--- src/rtl/nios_sysid_pkg.sv ---
// Shared constants for the system-ID/uptime slave: word map, register bit
// positions, read pipeline slot type and the byte-lane merge helper.
package nios_sysid_pkg;

   localparam int ADDR_W = 3;
   localparam int DATA_W = 32;
   localparam int BE_W   = DATA_W / 8;

   typedef enum logic [ADDR_W-1:0] {
      REG_SYSID     = 3'd0,
      REG_TIMESTAMP = 3'd1,
      REG_VERSION   = 3'd2,
      REG_SCRATCH   = 3'd3,
      REG_UPTIME_LO = 3'd4,
      REG_UPTIME_HI = 3'd5,
      REG_CONTROL   = 3'd6,
      REG_STATUS    = 3'd7
   } reg_addr_e;

   localparam int CTRL_ENABLE_BIT = 0;
   localparam int CTRL_CLEAR_BIT  = 1;
   localparam int STAT_OVF_BIT    = 0;

   typedef struct packed {
      logic              valid;
      logic [DATA_W-1:0] data;
   } rd_slot_t;

   function automatic logic [DATA_W-1:0] merge_bytes(
      input logic [DATA_W-1:0] old_val,
      input logic [DATA_W-1:0] new_val,
      input logic [BE_W-1:0]   be
   );
      logic [DATA_W-1:0] res;
      res = old_val;
      for (int b = 0; b < BE_W; b++) begin
         if (be[b]) res[b*8 +: 8] = new_val[b*8 +: 8];
      end
      return res;
   endfunction

endpackage

--- src/rtl/nios_system_sysid_ext_if.sv ---
// Avalon-MM slave bus for the system-ID block: fixed-latency reads with
// readdatavalid, no waitrequest.
interface nios_system_sysid_ext_if;
   import nios_sysid_pkg::*;

   logic [ADDR_W-1:0] address;
   logic              read;
   logic              write;
   logic [DATA_W-1:0] writedata;
   logic [BE_W-1:0]   byteenable;
   logic [DATA_W-1:0] readdata;
   logic              readdatavalid;

   modport slave (
      input  address, read, write, writedata, byteenable,
      output readdata, readdatavalid
   );

   modport master (
      output address, read, write, writedata, byteenable,
      input  readdata, readdatavalid
   );

endinterface

--- src/rtl/sysid_uptime_counter.sv ---
// Prescaled 64-bit uptime counter: one count per PRESCALE enabled clocks,
// synchronous clear, and a wrap pulse when the count rolls over to zero.
module sysid_uptime_counter #(
   parameter int PRESCALE = 1
) (
   input  logic        clock,
   input  logic        reset_n,
   input  logic        enable,
   input  logic        clear,
   output logic [63:0] count,
   output logic        wrap
);

   localparam logic [15:0] TERM = 16'(PRESCALE - 1);

   logic [15:0] presc_q, presc_d;
   logic [63:0] count_q, count_d;
   logic        tick;

   // Clear wins over a tick landing in the same cycle, and suppresses its wrap.
   always_comb begin
      tick    = enable && (presc_q == TERM);
      presc_d = presc_q;
      count_d = count_q;
      wrap    = 1'b0;
      if (clear) begin
         presc_d = '0;
         count_d = '0;
      end else if (tick) begin
         presc_d = '0;
         count_d = count_q + 64'd1;
         wrap    = &count_q;
      end else if (enable) begin
         presc_d = presc_q + 16'd1;
      end
   end

   always_ff @(posedge clock or negedge reset_n) begin
      if (!reset_n) begin
         presc_q <= '0;
         count_q <= '0;
      end else begin
         presc_q <= presc_d;
         count_q <= count_d;
      end
   end

   assign count = count_q;

endmodule

--- src/rtl/nios_system_sysid_ext.sv ---
// System-ID / info slave: build constants, scratch word, uptime counter with a
// coherent hi/lo snapshot, sticky overflow flag and a fixed-latency read path.
module nios_system_sysid_ext
   import nios_sysid_pkg::*;
#(
   parameter logic [31:0] SYSTEM_ID    = 32'h0000_0000,
   parameter logic [31:0] TIMESTAMP    = 32'd1346454749,
   parameter logic [31:0] VERSION      = 32'h0001_0000,
   parameter int          PRESCALE     = 1,
   parameter int          READ_LATENCY = 1
) (
   input logic                    clock,
   input logic                    reset_n,
   nios_system_sysid_ext_if.slave avs
);

   logic [DATA_W-1:0] scratch_q, scratch_d;
   logic [DATA_W-1:0] shadow_q, shadow_d;
   logic              enable_q, enable_d;
   logic              ovf_q, ovf_d;

   rd_slot_t [READ_LATENCY-1:0] rd_pipe_q, rd_pipe_d;

   logic [63:0]       uptime;
   logic              wrap;
   logic              clear;
   logic              wr_scratch, wr_control, wr_status, rd_lo;
   logic [DATA_W-1:0] rd_mux;

   always_comb begin
      wr_scratch = avs.write && (avs.address == REG_SCRATCH);
      wr_control = avs.write && (avs.address == REG_CONTROL);
      wr_status  = avs.write && (avs.address == REG_STATUS);
      rd_lo      = avs.read  && (avs.address == REG_UPTIME_LO);
      clear      = wr_control && avs.writedata[CTRL_CLEAR_BIT];
   end

   sysid_uptime_counter #(
      .PRESCALE (PRESCALE)
   ) u_uptime (
      .clock   (clock),
      .reset_n (reset_n),
      .enable  (enable_q),
      .clear   (clear),
      .count   (uptime),
      .wrap    (wrap)
   );

   // A counter wrap re-arms OVF even when software clears it in the same cycle.
   always_comb begin
      scratch_d = scratch_q;
      if (wr_scratch) scratch_d = merge_bytes(scratch_q, avs.writedata, avs.byteenable);
      enable_d = enable_q;
      if (wr_control) enable_d = avs.writedata[CTRL_ENABLE_BIT];
      ovf_d = ovf_q;
      if (wrap) ovf_d = 1'b1;
      else if (wr_status && avs.writedata[STAT_OVF_BIT]) ovf_d = 1'b0;
      shadow_d = shadow_q;
      if (rd_lo) shadow_d = uptime[63:32];
   end

   // Reads see pre-write register state; LO and the shadowed HI come from the same count.
   always_comb begin
      rd_mux = '0;
      case (reg_addr_e'(avs.address))
         REG_SYSID:     rd_mux = SYSTEM_ID;
         REG_TIMESTAMP: rd_mux = TIMESTAMP;
         REG_VERSION:   rd_mux = VERSION;
         REG_SCRATCH:   rd_mux = scratch_q;
         REG_UPTIME_LO: rd_mux = uptime[31:0];
         REG_UPTIME_HI: rd_mux = shadow_q;
         REG_CONTROL:   rd_mux = {{(DATA_W-1){1'b0}}, enable_q};
         REG_STATUS:    rd_mux = {{(DATA_W-1){1'b0}}, ovf_q};
         default:       rd_mux = '0;
      endcase
   end

   always_comb begin
      rd_pipe_d          = rd_pipe_q;
      rd_pipe_d[0].valid = avs.read;
      rd_pipe_d[0].data  = avs.read ? rd_mux : '0;
      for (int i = 1; i < READ_LATENCY; i++) begin
         rd_pipe_d[i] = rd_pipe_q[i-1];
      end
   end

   always_ff @(posedge clock or negedge reset_n) begin
      if (!reset_n) begin
         scratch_q <= '0;
         shadow_q  <= '0;
         enable_q  <= 1'b1;
         ovf_q     <= 1'b0;
         rd_pipe_q <= '0;
      end else begin
         scratch_q <= scratch_d;
         shadow_q  <= shadow_d;
         enable_q  <= enable_d;
         ovf_q     <= ovf_d;
         rd_pipe_q <= rd_pipe_d;
      end
   end

   assign avs.readdata      = rd_pipe_q[READ_LATENCY-1].data;
   assign avs.readdatavalid = rd_pipe_q[READ_LATENCY-1].valid;

endmodule
--- src/flat_wrapper.sv ---
// flat-port wrapper written by rule: the top's interface ports become plain ports
module nios_system_sysid_ext_flat import nios_sysid_pkg::*;
#(
   parameter logic [31:0] SYSTEM_ID    = 32'h0000_0000,
   parameter logic [31:0] TIMESTAMP    = 32'd1346454749,
   parameter logic [31:0] VERSION      = 32'h0001_0000,
   parameter int          PRESCALE     = 1,
   parameter int          READ_LATENCY = 1
)
  (clock, reset_n, avs_address, avs_read, avs_write, avs_writedata, avs_byteenable, avs_readdata, avs_readdatavalid);
  nios_system_sysid_ext_if avs_i ();
  input logic clock;
  input logic reset_n;
  input wire logic [$bits(avs_i.address)-1:0] avs_address;
  input wire logic [$bits(avs_i.read)-1:0] avs_read;
  input wire logic [$bits(avs_i.write)-1:0] avs_write;
  input wire logic [$bits(avs_i.writedata)-1:0] avs_writedata;
  input wire logic [$bits(avs_i.byteenable)-1:0] avs_byteenable;
  output wire logic [$bits(avs_i.readdata)-1:0] avs_readdata;
  output wire logic [$bits(avs_i.readdatavalid)-1:0] avs_readdatavalid;
  assign avs_i.address = avs_address;
  assign avs_i.read = avs_read;
  assign avs_i.write = avs_write;
  assign avs_i.writedata = avs_writedata;
  assign avs_i.byteenable = avs_byteenable;
  assign avs_readdata = avs_i.readdata;
  assign avs_readdatavalid = avs_i.readdatavalid;
  nios_system_sysid_ext #(.SYSTEM_ID(SYSTEM_ID), .TIMESTAMP(TIMESTAMP), .VERSION(VERSION), .PRESCALE(PRESCALE), .READ_LATENCY(READ_LATENCY)) u_core (.clock(clock), .reset_n(reset_n), .avs(avs_i));
endmodule
--- config.mk ---
export PLATFORM = sky130hd
export DESIGN_NAME = nios_system_sysid_ext_flat
export DESIGN_NICKNAME = d
export VERILOG_FILES = /design/src/rtl/nios_sysid_pkg.sv /design/src/rtl/nios_system_sysid_ext_if.sv /design/src/rtl/sysid_uptime_counter.sv /design/src/rtl/nios_system_sysid_ext.sv /design/src/flat_wrapper.sv
export SDC_FILE = /design/constraint.sdc
export NUM_CORES = 1
export LEC_CHECK = 0
export ABC_AREA = 0
export CAP_MARGIN = 20
export CORE_UTILIZATION = 55
export CTS_CLUSTER_DIAMETER = 40
export CTS_CLUSTER_SIZE = 14
export DETAILED_ROUTE_END_ITERATION = 6
export GPL_ROUTABILITY_DRIVEN = 1
export PLACE_DENSITY = 0.77
export REMOVE_ABC_BUFFERS = 1
export SETUP_SLACK_MARGIN = 0.05
export SYNTH_ARGS = -nofsm -noshare
export SYNTH_HDL_FRONTEND = slang
export SYNTH_SLANG_ARGS = --single-unit
--- constraint.sdc ---
create_clock -name clock -period 5.7 [get_ports clock]
set_clock_uncertainty 0.15 [all_clocks]
set_input_delay 1.14 -clock clock [delete_from_list [all_inputs] [get_ports clock]]
set_output_delay 1.14 -clock clock [all_outputs]
set_load 0.01 [all_outputs]
==> results.md, run 1 <==
* Die H at 127 µm
* Final Hold Viols at 0
* Post-route ant nets at 0
* CP Max Fanout at 27
* Vias in the first global route at between 6000 and 7000
* Multi-input logic area at 3840 µm²
* DRC violations left at 0
* Max incr delay on CP at 0.69 ns
* Global-route wire length before repair at about 34 mm
* Worst skew pair latency at 0.43 ns
* Cell-by-cell trace of the critical path: clkdlybuf4s50_1 > and4b_1 > and2_2 > o211ai_1 > or4_1 > a21oi_1
* Dominant cell type by area after synthesis: dfrtp_1
* Area share of fa/ha/maj cells after synthesis at 0.00435
* Setup tns final at 0 ns
* Port Buf Inserts at 75
* Register area at 4480 µm²
* Outcome: finished, final reports clean
* Filler cell count at 1189
* Async set-reset flop share out of synthesis at 1.00
* WL/cell at 19.3 µm
* Leak at between 4 and 5 nW
* Final net count at around 910
* Most common cell after layout, fill and taps aside: dfrtp_1
* Area share of xor/xnor cells in the synthesized design at 0.0386
* Grt total ovfl at 0
* RSZ-0062 raised after global routing: no
* Synth Area in Simple Gates at 0.180
* Worst path slowest cell: clkdlybuf4s50_1
* Rows at 45
* Min Tclk post-route at roughly 3.8 ns
* Post-CTS Hold Buffers at 0
* N_diodes at 0
* Crit share post-route at 0.663
* Die width at around 130 µm
* Maximum VDD drop at about 0.23 mV
* Final Wtd Congestion at 0.919
* Seq/Total Area, Yosys at 0.520
* Max-slew headroom at 0.284
* Root Buffer: clkbuf_16
* Total of max-cap violations at 0
* Syn Inst Count at around 800
* Worst Setup Start Kind: input pin
* Synth Area in Compound Gates at 0.112
* Max Clk Rate at roughly 260 MHz
* Pre-CTS setup slack at about 1.5 ns
* Synth area leaders: dfrtp_1, mux2_2, nor2_1
* CTS Buf Count at 17
* Worst EP required at 5.90 ns
* Post-Place Cells at 1054
* CP arrival at 3.99 ns
* EDFF count, synth at 0
* Yosys reg bits at 179
* Clock transition at path regs at 0.07 ns
* Mapped Avg Cell Area at 10.7 µm²
* Final WS setup at 1.92 ns
* Hold Crit Class: reg2reg
* CTS tree: built
* GRT Total Usage at 0.275
* Longest Clk Path Bufs at 2
* Largest net degree at the start of global routing at slightly above 80
* Main synth FF type: dfrtp_1
* DRT Pass-1 Iters at 5
* Post-Syn Area at 8620 µm²
* Min-Delay Path Depth at 1
* Drt total wl at about 21 mm
* Most frequent cells in the layout: dfrtp_1, mux2_2, nor2_1
* Share of cells above drive strength 1 at 0.171
* CP Depth at 6
* Initial antenna violation count at 0
* CP top delay family: simple AND/OR/NAND/NOR gates
* H-tree levels at 4
* Initial core utilization at 0.565
* WP buf/inv at 1
* Vias per cell at 6.23
* Final std cells w/o fill at 1087
* Area Overhead vs Synth at 18.1%
* Die area at 16200 µm²
* Critical Path End Type: flop
* Post-synthesis mux area share at 0.109
* Core area at 15300 µm²
* CP Class: in2reg
* R2R cell count at 7
* Hpwl dp at 14.2 mm
* Clock sink count at ~180
* I/O pin cnt at 76
* PostCTS Resize Cnt at 0
* Post-synth top area share at 0.517
* Fin. max-slew vios at 0
* Power per cell area at between 300 and 400 nW/µm²
* Via Count at 6771
* Final hold slack at 0.354 ns
* Post-CTS setup buffers at 0
* Worst-Margin Slew at 1.07 ns
* Synth unique cells at 59
* Core Util, Final at 0.667
* # setup viols final at 0
* DR iter-0 viols at 599
* Largest family of logic cells by synthesized area: simple AND/OR/NAND/NOR gates
* Synth warn at 0
==> worst reg2reg max path, delay by kind of cell, from the launching register on <==
kind,cells,cell delay [ns]
AND/OR/NAND/NOR,3,1.69
AO/OA/AOI/OAI,2,0.49
flip-flops,1,0.41
adder cells (fa/ha/maj),1,0.23
buffers and inverters,1,0.29
==> cell usage after synthesis, types with 3 or more instances <==
library cell  number
dfrtp_1          178
mux2_2            82
nor2_1            76
a21oi_1           42
nand2_1           38
clkbuf_1          32
a22oi_1           31
or4_1             30
nand3_1           29
inv_1             24
o31ai_1           24
xnor2_1           24
nand4_1           21
o21ai_0           21
or3_1             16
nor4_1            15
xor2_1            14
nor2b_1           13
o22ai_1           11
buf_2              8
nor3_1             8
and4_1             7
buf_1              6
a211oi_1           4
and3_1             3
ha_1               3
nand4_2            3
o211ai_1           3
==> layout make-up <==
type	instances	share of cell area
Clock buffer	20	0.0449
Clock inverter	12	0.0200
Tap cell	211	0.0259
Inverter	24	0.00885
Multi-Input combinational cell	553	0.377
Timing Repair Buffer	88	0.0829
Sequential cell	179	0.440
==> per-stage QoR <==
stage / instance area [µm²] / power [mW]
detailed placement: 9510 / 1.97
global placement: 9510 / 1.94
floorplan: 8400 / 1.76
finish: 10200 / 3.24
CTS: 10200 / 3.26
global route: 10200 / 3.37
==> layer usage <==
layer,vias up,track usage,share of wire
li1,3064,-,-
met1,3447,0.351,0.42
met2,218,0.459,0.49
met3,42,0.0632,0.057
met4,0,0.106,0.025
met5,-,0,0
==> flip-flops by register name (all words and copies together) (netlist names) <==
| name | flops |
|---|---|
| u_core.u_uptime.count | 64 |
| u_core.avs.readdata | 32 |
| u_core.scratch_q | 32 |
| u_core.shadow_q | 32 |
| u_core.u_uptime.presc_q | 16 |
| u_core.avs.readdatavalid | 1 |
| u_core.enable_q | 1 |
| u_core.ovf_q | 1 |
==> path summary, 6_finish.rpt <==
| path | to | slack, ns | start |
|---|---|---|---|
| setup reg to reg | u_core.u_uptime.count[48] | 2.35 | u_core.u_uptime.count[0] |
| min in group asynchronous | u_core.avs.readdata[6] | 0.60 | reset_n |
| hold / removal | u_core.shadow_q[21] | 0.35 | u_core.shadow_q[21] |
| max in group asynchronous | u_core.u_uptime.count[20] | 3.67 | reset_n |
| hold reg to reg | u_core.shadow_q[21] | 0.35 | u_core.shadow_q[21] |
| setup / recovery | u_core.u_uptime.count[58] | 1.92 | avs_write |
==> where the power goes <==
group | switching, mW | leakage, nW | internal [mW]
Combinational | 0.228 | 1.54 | 0.195
Sequential | 0.127 | 2.40 | 1.40
Clock | 0.494 | 0.301 | 0.802
==> logic make-up after synthesis <==
group | count (synthesis)
adders and majority gates | 3
AOI/OAI and AO/OA | 148
and+or+nand+nor | 280
buffers and inverters | 74
muxes | 84
xor gates and xnor gates | 38
DFF | 179
Power figures use the tool's default switching activity.
==> run 2: changes to the inputs <==
--- a/config.mk
+++ b/config.mk
@@ -7,12 +7,12 @@
 export LEC_CHECK = 0
 export ABC_AREA = 0
 export CAP_MARGIN = 20
-export CORE_UTILIZATION = 55
+export CORE_UTILIZATION = 52
 export CTS_CLUSTER_DIAMETER = 40
 export CTS_CLUSTER_SIZE = 14
 export DETAILED_ROUTE_END_ITERATION = 6
 export GPL_ROUTABILITY_DRIVEN = 1
-export PLACE_DENSITY = 0.77
+export PLACE_DENSITY = 0.76
 export REMOVE_ABC_BUFFERS = 1
 export SETUP_SLACK_MARGIN = 0.05
 export SYNTH_ARGS = -nofsm -noshare
==> constraint.sdc (replaced) <==
create_clock -name clock -period 3.4 [get_ports clock]
set_clock_uncertainty 0.15 [all_clocks]
set_input_delay 0.68 -clock clock [delete_from_list [all_inputs] [get_ports clock]]
set_output_delay 0.68 -clock clock [all_outputs]
set_load 0.01 [all_outputs]
==> results.md, run 2 (synthesis results as in run 1) <==
* Drt total wl at 21.5 mm (was 21.0 mm)
* DRC violations left at 0 (unchanged)
* Max Clk Rate at 361 MHz
* H-tree levels at 4 (unchanged)
* Initial antenna violation count at 0 (unchanged)
* Final net count at 926 (was 909)
* Core Util, Final at 0.645 (was 0.667)
* Worst-Margin Slew at 0.708 ns (was 1.07 ns)
* Worst EP required at 3.61 ns (was 5.90 ns)
* WL/cell at 19.4 µm (was 19.3 µm)
* Hpwl dp at 14.7 mm (was 14.2 mm)
* Vias per cell at 6.08 (was 6.23)
* Max-slew headroom at 0.524 (was 0.284)
* DRT Pass-1 Iters at 5 (unchanged)
* CTS Buf Count at 17 (unchanged)
* Critical Path End Type: flop (unchanged)
* Largest net degree at the start of global routing at 67 (was 83)
* PostCTS Resize Cnt at 0 (unchanged)
* CP Max Fanout at 20 (was 27)
* Core area at 16100 µm² (was 15300 µm²)
* Grt total ovfl at 0 (unchanged)
* Most frequent cells in the layout: dfrtp_1, mux2_2, nor2_1 (unchanged)
* R2R cell count at 8 (was 7)
* Final WS setup at 0.631 ns (was 1.92 ns)
* Pre-CTS setup slack at 0.354 ns (was 1.51 ns)
* Hold Crit Class: in2async (was reg2reg)
* CP Class: reg2reg (was in2reg)
* Post-route ant nets at 0 (unchanged)
* I/O pin cnt at 76 (unchanged)
* Final hold slack at 0.0591 ns (was 0.354 ns)
* Share of cells above drive strength 1 at 0.186 (was 0.171)
* Reg2reg setup slack at 0.63 ns (was 2.35 ns)
* Most common cell after layout, fill and taps aside: dfrtp_1 (unchanged)
* CP startpoint: u_core.u_uptime.presc_q[0] (was avs_write)
* Max incr delay on CP at 0.61 ns (was 0.69 ns)
* Min Tclk post-route at 2.77 ns
* CP arrival at 2.98 ns (was 3.99 ns)
* Clock transition at path regs at 0.06 ns (was 0.07 ns)
* Leak at 4.36 nW (was 4.24 nW)
* Post-CTS setup buffers at 0 (unchanged)
* Critical Path Sink: u_core.u_uptime.count[31] (was u_core.u_uptime.count[58])
* CTS tree: built (unchanged)
* Setup tns final at 0 ns (unchanged)
* Post-CTS Hold Buffers at 0 (unchanged)
* Crit share post-route at 0.814
* Clock sink count at 179 (unchanged)
* N_diodes at 0 (unchanged)
* Global-route wire length before repair at 34.7 mm (was 34.1 mm)
* Final Hold Viols at 0 (unchanged)
* Die H at 131 µm (was 127 µm)
* GRT Total Usage at 0.271 (was 0.275)
* Total of max-cap violations at 0 (unchanged)
* Worst r2r src: u_core.u_uptime.presc_q[0] (was u_core.u_uptime.count[0])
* Die width at 131 µm (was 127 µm)
* Tot Pwr at 5.50 mW (was 3.24 mW)
* DR iter-0 viols at 554 (was 599)
* Area Overhead vs Synth at 20.1% (was 18.1%)
* Worst path slowest cell: or4_2 (was clkdlybuf4s50_1)
* Final Wtd Congestion at 0.918 (was 0.919)
* Max FFs per register at 64 (unchanged)
* Fin. max-slew vios at 0 (unchanged)
* Initial core utilization at 0.537 (was 0.565)
* Worst skew pair latency at 0.43 ns (about the same)
* Maximum VDD drop at 0.485 mV (was 0.234 mV)
* Longest Clk Path Bufs at 2 (unchanged)
* Root Buffer: clkbuf_16 (unchanged)
* Cell-by-cell trace of the critical path: inv_1 > ha_1 > nor4b_1 > and4_1 > o211ai_1 > buf_4 > or4_2 > a21oi_1 (was clkdlybuf4s50_1 > and4b_1 > and2_2 > o211ai_1 > or4_1 > a21oi_1)
* Worst Setup Start Kind: flop (was input pin)
* Filler cell count at 1282 (was 1189)
* Outcome: finished, final reports clean (unchanged)
* RSZ-0062 raised after global routing: no (unchanged)
* Port Buf Inserts at 75 (unchanged)
* Vias in the first global route at 6653 (was 6739)
* # setup viols final at 0 (unchanged)
* Power per cell area at 532 nW/µm² (was 319 nW/µm²)
* Rows at 46 (was 45)
* Via Count at 6742 (was 6771)
* Die area at 17100 µm² (was 16200 µm²)
* R2R Path End: u_core.u_uptime.count[31] (was u_core.u_uptime.count[48])
-- run 2: cell count changes in the layout (fill, tap and decap cells not counted) --
cell	delta
clkbuf_8	+3
clkinvlp_4	-5
buf_4	+15
buf_12	+2
clkinv_2	+1
-- run 2: worst min-delay path by stage --
stage	from	end	slack [ns]	depth (start not counted)
after floorplan	reset_n	u_core.avs.readdata[0]	0.23	0
after global placement	u_core.shadow_q[25]	u_core.shadow_q[25]	0.33	1
after detailed placement	u_core.shadow_q[31]	u_core.shadow_q[31]	0.34	1
after CTS	reset_n	u_core.u_uptime.presc_q[0]	0.07	1
after global routing	reset_n	u_core.scratch_q[0]	0.09	1
final	reset_n	u_core.scratch_q[0]	0.06	1
-- run 2: routing by layer --
layer  wire, µm  track usage  vias up
li1           -            -     3094
met3       1440       0.0729       43
met4        512        0.103        0
met5          0            0        -
met1       9200        0.347     3389
met2      10300        0.441      216
-- run 2: cell type report --
type	instances	area, µm²	share of cell area
repair buffers	105	997	0.0963
inverters	24	90.1	0.00870
flip-flops and latches	179	4480	0.433
clock buffers	23	498	0.0481
well taps	216	270	0.0261
multi-input cells	553	3840	0.371
clock inverters	8	171	0.0166
-- run 2: through the flow --
step           cell area (µm²)  instances
5_1_grt                  10300       1108
3_3_place_gp              9680       1077
4_1_cts                  10300       1108
3_5_place_dp              9680       1077
6_report                 10300       1108
2_1_floorplan             8400        756
-- run 2: where the power goes --
group	switching (mW)	internal [mW]
Combinational	0.398	0.347
Sequential	0.207	2.34
Clock	0.812	1.40
-- run 2: critical path, delay by kind of cell, from the launching register on --
family | cells | cell delay [ns]
buffers and inverters | 2 | 0.32
DFF | 1 | 0.44
AOI/OAI and AO/OA | 2 | 0.30
adders and majority gates | 1 | 0.14
and+or+nand+nor | 3 | 1.35
==> run 3: changes to the inputs <==
==> constraint.sdc (replaced) <==
create_clock -name clock -period 2.54 [get_ports clock]
set_clock_uncertainty 0.15 [all_clocks]
set_input_delay 0.508 -clock clock [delete_from_list [all_inputs] [get_ports clock]]
set_output_delay 0.508 -clock clock [all_outputs]
set_load 0.01 [all_outputs]
==> results.md, run 3 (synthesis results as in run 1) <==
* Fin. max-slew vios at 0 (unchanged)
* CP top delay family: simple AND/OR/NAND/NOR gates (unchanged)
* Filler cell count at 1134 (was 1282)
* Cell-by-cell trace of the critical path: ha_2 > nand4_1 > buf_4 > nor4_4 > o211ai_1 > buf_4 > or4_1 > a21oi_1 (was inv_1 > ha_1 > nor4b_1 > and4_1 > o211ai_1 > buf_4 > or4_2 > a21oi_1)
* Critical Path End Type: flop (unchanged)
* WL met2 at 11.3 mm (was 10.3 mm)
* CP arrival at 2.75 ns (was 2.98 ns)
* Clock sink count at 179 (unchanged)
* Crit share post-route at 1.00 (was 0.814)
* GRT Total Usage at 0.286 (was 0.271)
* Min Tclk post-route at 2.55 ns (was 2.77 ns)
* Worst Setup Start Kind: flop (unchanged)
* Hpwl dp at 15.5 mm (was 14.7 mm)
* N_diodes at 0 (unchanged)
* DRC violations left at 0 (unchanged)
* Grt total ovfl at 0 (unchanged)
* R2R cell count at 8 (unchanged)
* Share of cells above drive strength 1 at 0.287 (was 0.186)
* H-tree levels at 4 (unchanged)
* Met3 WL at 1.51 mm (was 1.44 mm)
* Port Buf Inserts at 75 (unchanged)
* DRT Pass-1 Iters at 7 (was 5)
* Vias in the first global route at 7000 (was 6653)
* Min-Delay Path Depth at 1
* Most common cell after layout, fill and taps aside: dfrtp_1 (unchanged)
* Final net count at 1007 (was 926)
* Tot Pwr at 7.51 mW (was 5.50 mW)
* CTS tree: built (unchanged)
* Max FFs per register at 64 (unchanged)
* Total of max-cap violations at 0 (unchanged)
* Initial antenna violation count at 0 (unchanged)
* # setup viols final at 1 (was 0)
* Initial core utilization at 0.537 (unchanged)
* I/O pin cnt at 76 (unchanged)
* Via Count at 7234 (was 6742)
* Final Hold Viols at 0 (unchanged)
* Rows at 46 (unchanged)
* Root Buffer: clkbuf_16 (unchanged)
* HP Start: u_core.shadow_q[19]
* Max incr delay on CP at 0.49 ns (was 0.61 ns)
* Multi-input logic area at 4040 µm² (was 3840 µm²)
* Max Clk Rate at 393 MHz (was 361 MHz)
* Drt total wl at 23.4 mm (was 21.5 mm)
* Sequential share of power at 0.445 (was 0.463)
* Worst EP required at 2.75 ns (was 3.61 ns)
* DR iter-0 viols at 713 (was 554)
* M1 WL at 9.72 mm (was 9.20 mm)
* CP startpoint: u_core.u_uptime.count[1] (was u_core.u_uptime.presc_q[0])
* Register area at 4480 µm² (about the same)
* CP Max Fanout at 5 (was 20)
* WP buf/inv at 2 (unchanged)
* RSZ-0062 raised after global routing: yes (was no)
* Worst-Margin Slew at 0.621 ns (was 0.708 ns)
* Maximum VDD drop at 0.495 mV (was 0.485 mV)
* Die width at 131 µm (unchanged)
* Int Pwr at 5.52 mW (was 4.09 mW)
* DP Area at 10300 µm² (was 9680 µm²)
* Area Overhead vs Synth at 30.2% (was 20.1%)
* Leak at 4.84 nW (was 4.36 nW)
* Switch Pwr at 1.99 mW (was 1.42 mW)
* CP Class: reg2reg (unchanged)
* Global-route wire length before repair at 36.5 mm (was 34.7 mm)
* Failing checks: negative setup slack
* Largest net degree at the start of global routing at 60 (was 67)
* Most frequent cells in the layout: dfrtp_1, buf_4, mux2_2 (was dfrtp_1, mux2_2, nor2_1)
* Final WS setup at -0.00645 ns (was 0.631 ns)
* Outcome: complete, but fails checks (was finished, final reports clean)
* Worst r2r src: u_core.u_uptime.count[1] (was u_core.u_uptime.presc_q[0])
* Design Area, Final at 11200 µm² (was 10300 µm²)
* WL/cell at 19.6 µm (was 19.4 µm)
* Core area at 16100 µm² (unchanged)
* Top routing layer used: met4 (unchanged)
* Switching share of total power at 0.265 (was 0.257)
* Final Wtd Congestion at 0.905 (was 0.918)
* Power per cell area at 669 nW/µm² (was 532 nW/µm²)
* Clock transition at path regs at 0.07 ns (was 0.06 ns)
* CTS Buf Count at 17 (unchanged)
* Core Util, Final at 0.699 (was 0.645)
* Die area at 17100 µm² (unchanged)
* Die H at 131 µm (unchanged)
* Post-Place Cells at 1147 (was 1077)
* Cell repeated most along the worst path: buf_4
* Worst skew pair latency at 0.43 ns (about the same)
* Worst path slowest cell: or4_1 (was or4_2)
* Vias per cell at 6.08 (about the same)
* Max-slew headroom at 0.586 (was 0.524)
* Post-route ant nets at 0 (unchanged)
* Hold Crit Class: reg2reg (was in2async)
* Longest Clk Path Bufs at 2 (unchanged)
* Final std cells w/o fill at 1190 (was 1108)
* Clock power frac at 0.376 (was 0.402)
* CP Depth at 8 (unchanged)
* Power share of the combinational group at 0.178 (was 0.135)
-- run 3: cell count changes in the layout (fill, tap and decap cells not counted), sizes merged --
cell,change
buf,+79
bufinv,-1
clkbuf,+1
clkinv,+2
dlygate4sd3,+1
-- run 3: final timing paths --
check	to	slack [ns]
min in group asynchronous	u_core.avs.readdata[3]	0.48
max in group asynchronous	u_core.u_uptime.count[11]	1.10
max	u_core.u_uptime.count[58]	-0.006
min reg2reg	u_core.shadow_q[19]	0.35
min	u_core.shadow_q[19]	0.35
max reg2reg	u_core.u_uptime.count[58]	-0.006
-- run 3: through the flow --
| stage | setup TNS (ns) | hold slack (ns) | setup WS (ns) |
|---|---|---|---|
| CTS | 0 | 0.356 | 0.0346 |
| detailed placement | -9.95 | 0.342 | -0.265 |
| global placement | -7.42 | 0.333 | -0.227 |
| floorplan | -53.16 | 0.0624 | -1.66 |
| finish | -0.00645 | 0.354 | -0.00645 |
| global route | -0.111 | 0.362 | -0.0464 |
-- run 3: area by class of cell --
class                      count  share of cell area
clock buffer                  23              0.0426
clock inverter                 9              0.0135
sequential                   179               0.399
multi-input combinational    553               0.360
tap                          216              0.0241
inverter                      24             0.00803
timing repair buffer         186               0.152
-- run 3: power by group through the flow --
stage | registers [mW] | clock network, mW | logic, mW
global route | 3.38 | 2.96 | 1.46
detailed placement | 3.37 | 0 | 1.28
finish | 3.34 | 2.83 | 1.34
floorplan | 3.39 | 0 | 0.562
CTS | 3.32 | 2.84 | 1.30
global placement | 3.36 | 0 | 1.24
-- run 3: what timing repair did --
item | CTS | global route
hold buffers | 1 | 0
endpoints found under the hold margin | 55 | 0
setup buffers | 4 | 4
gates cloned | 0 | 3
resized for setup | 9 | 37
pin swaps | 1 | 25
setup endpoints to repair | 31 | 35
-- run 3: layer usage --
layer  track usage  vias to the layer above
met5             0                        -
met3        0.0509                       65
met4         0.137                        0
met2         0.454                      305
met1         0.382                     3603
li1              -                     3261
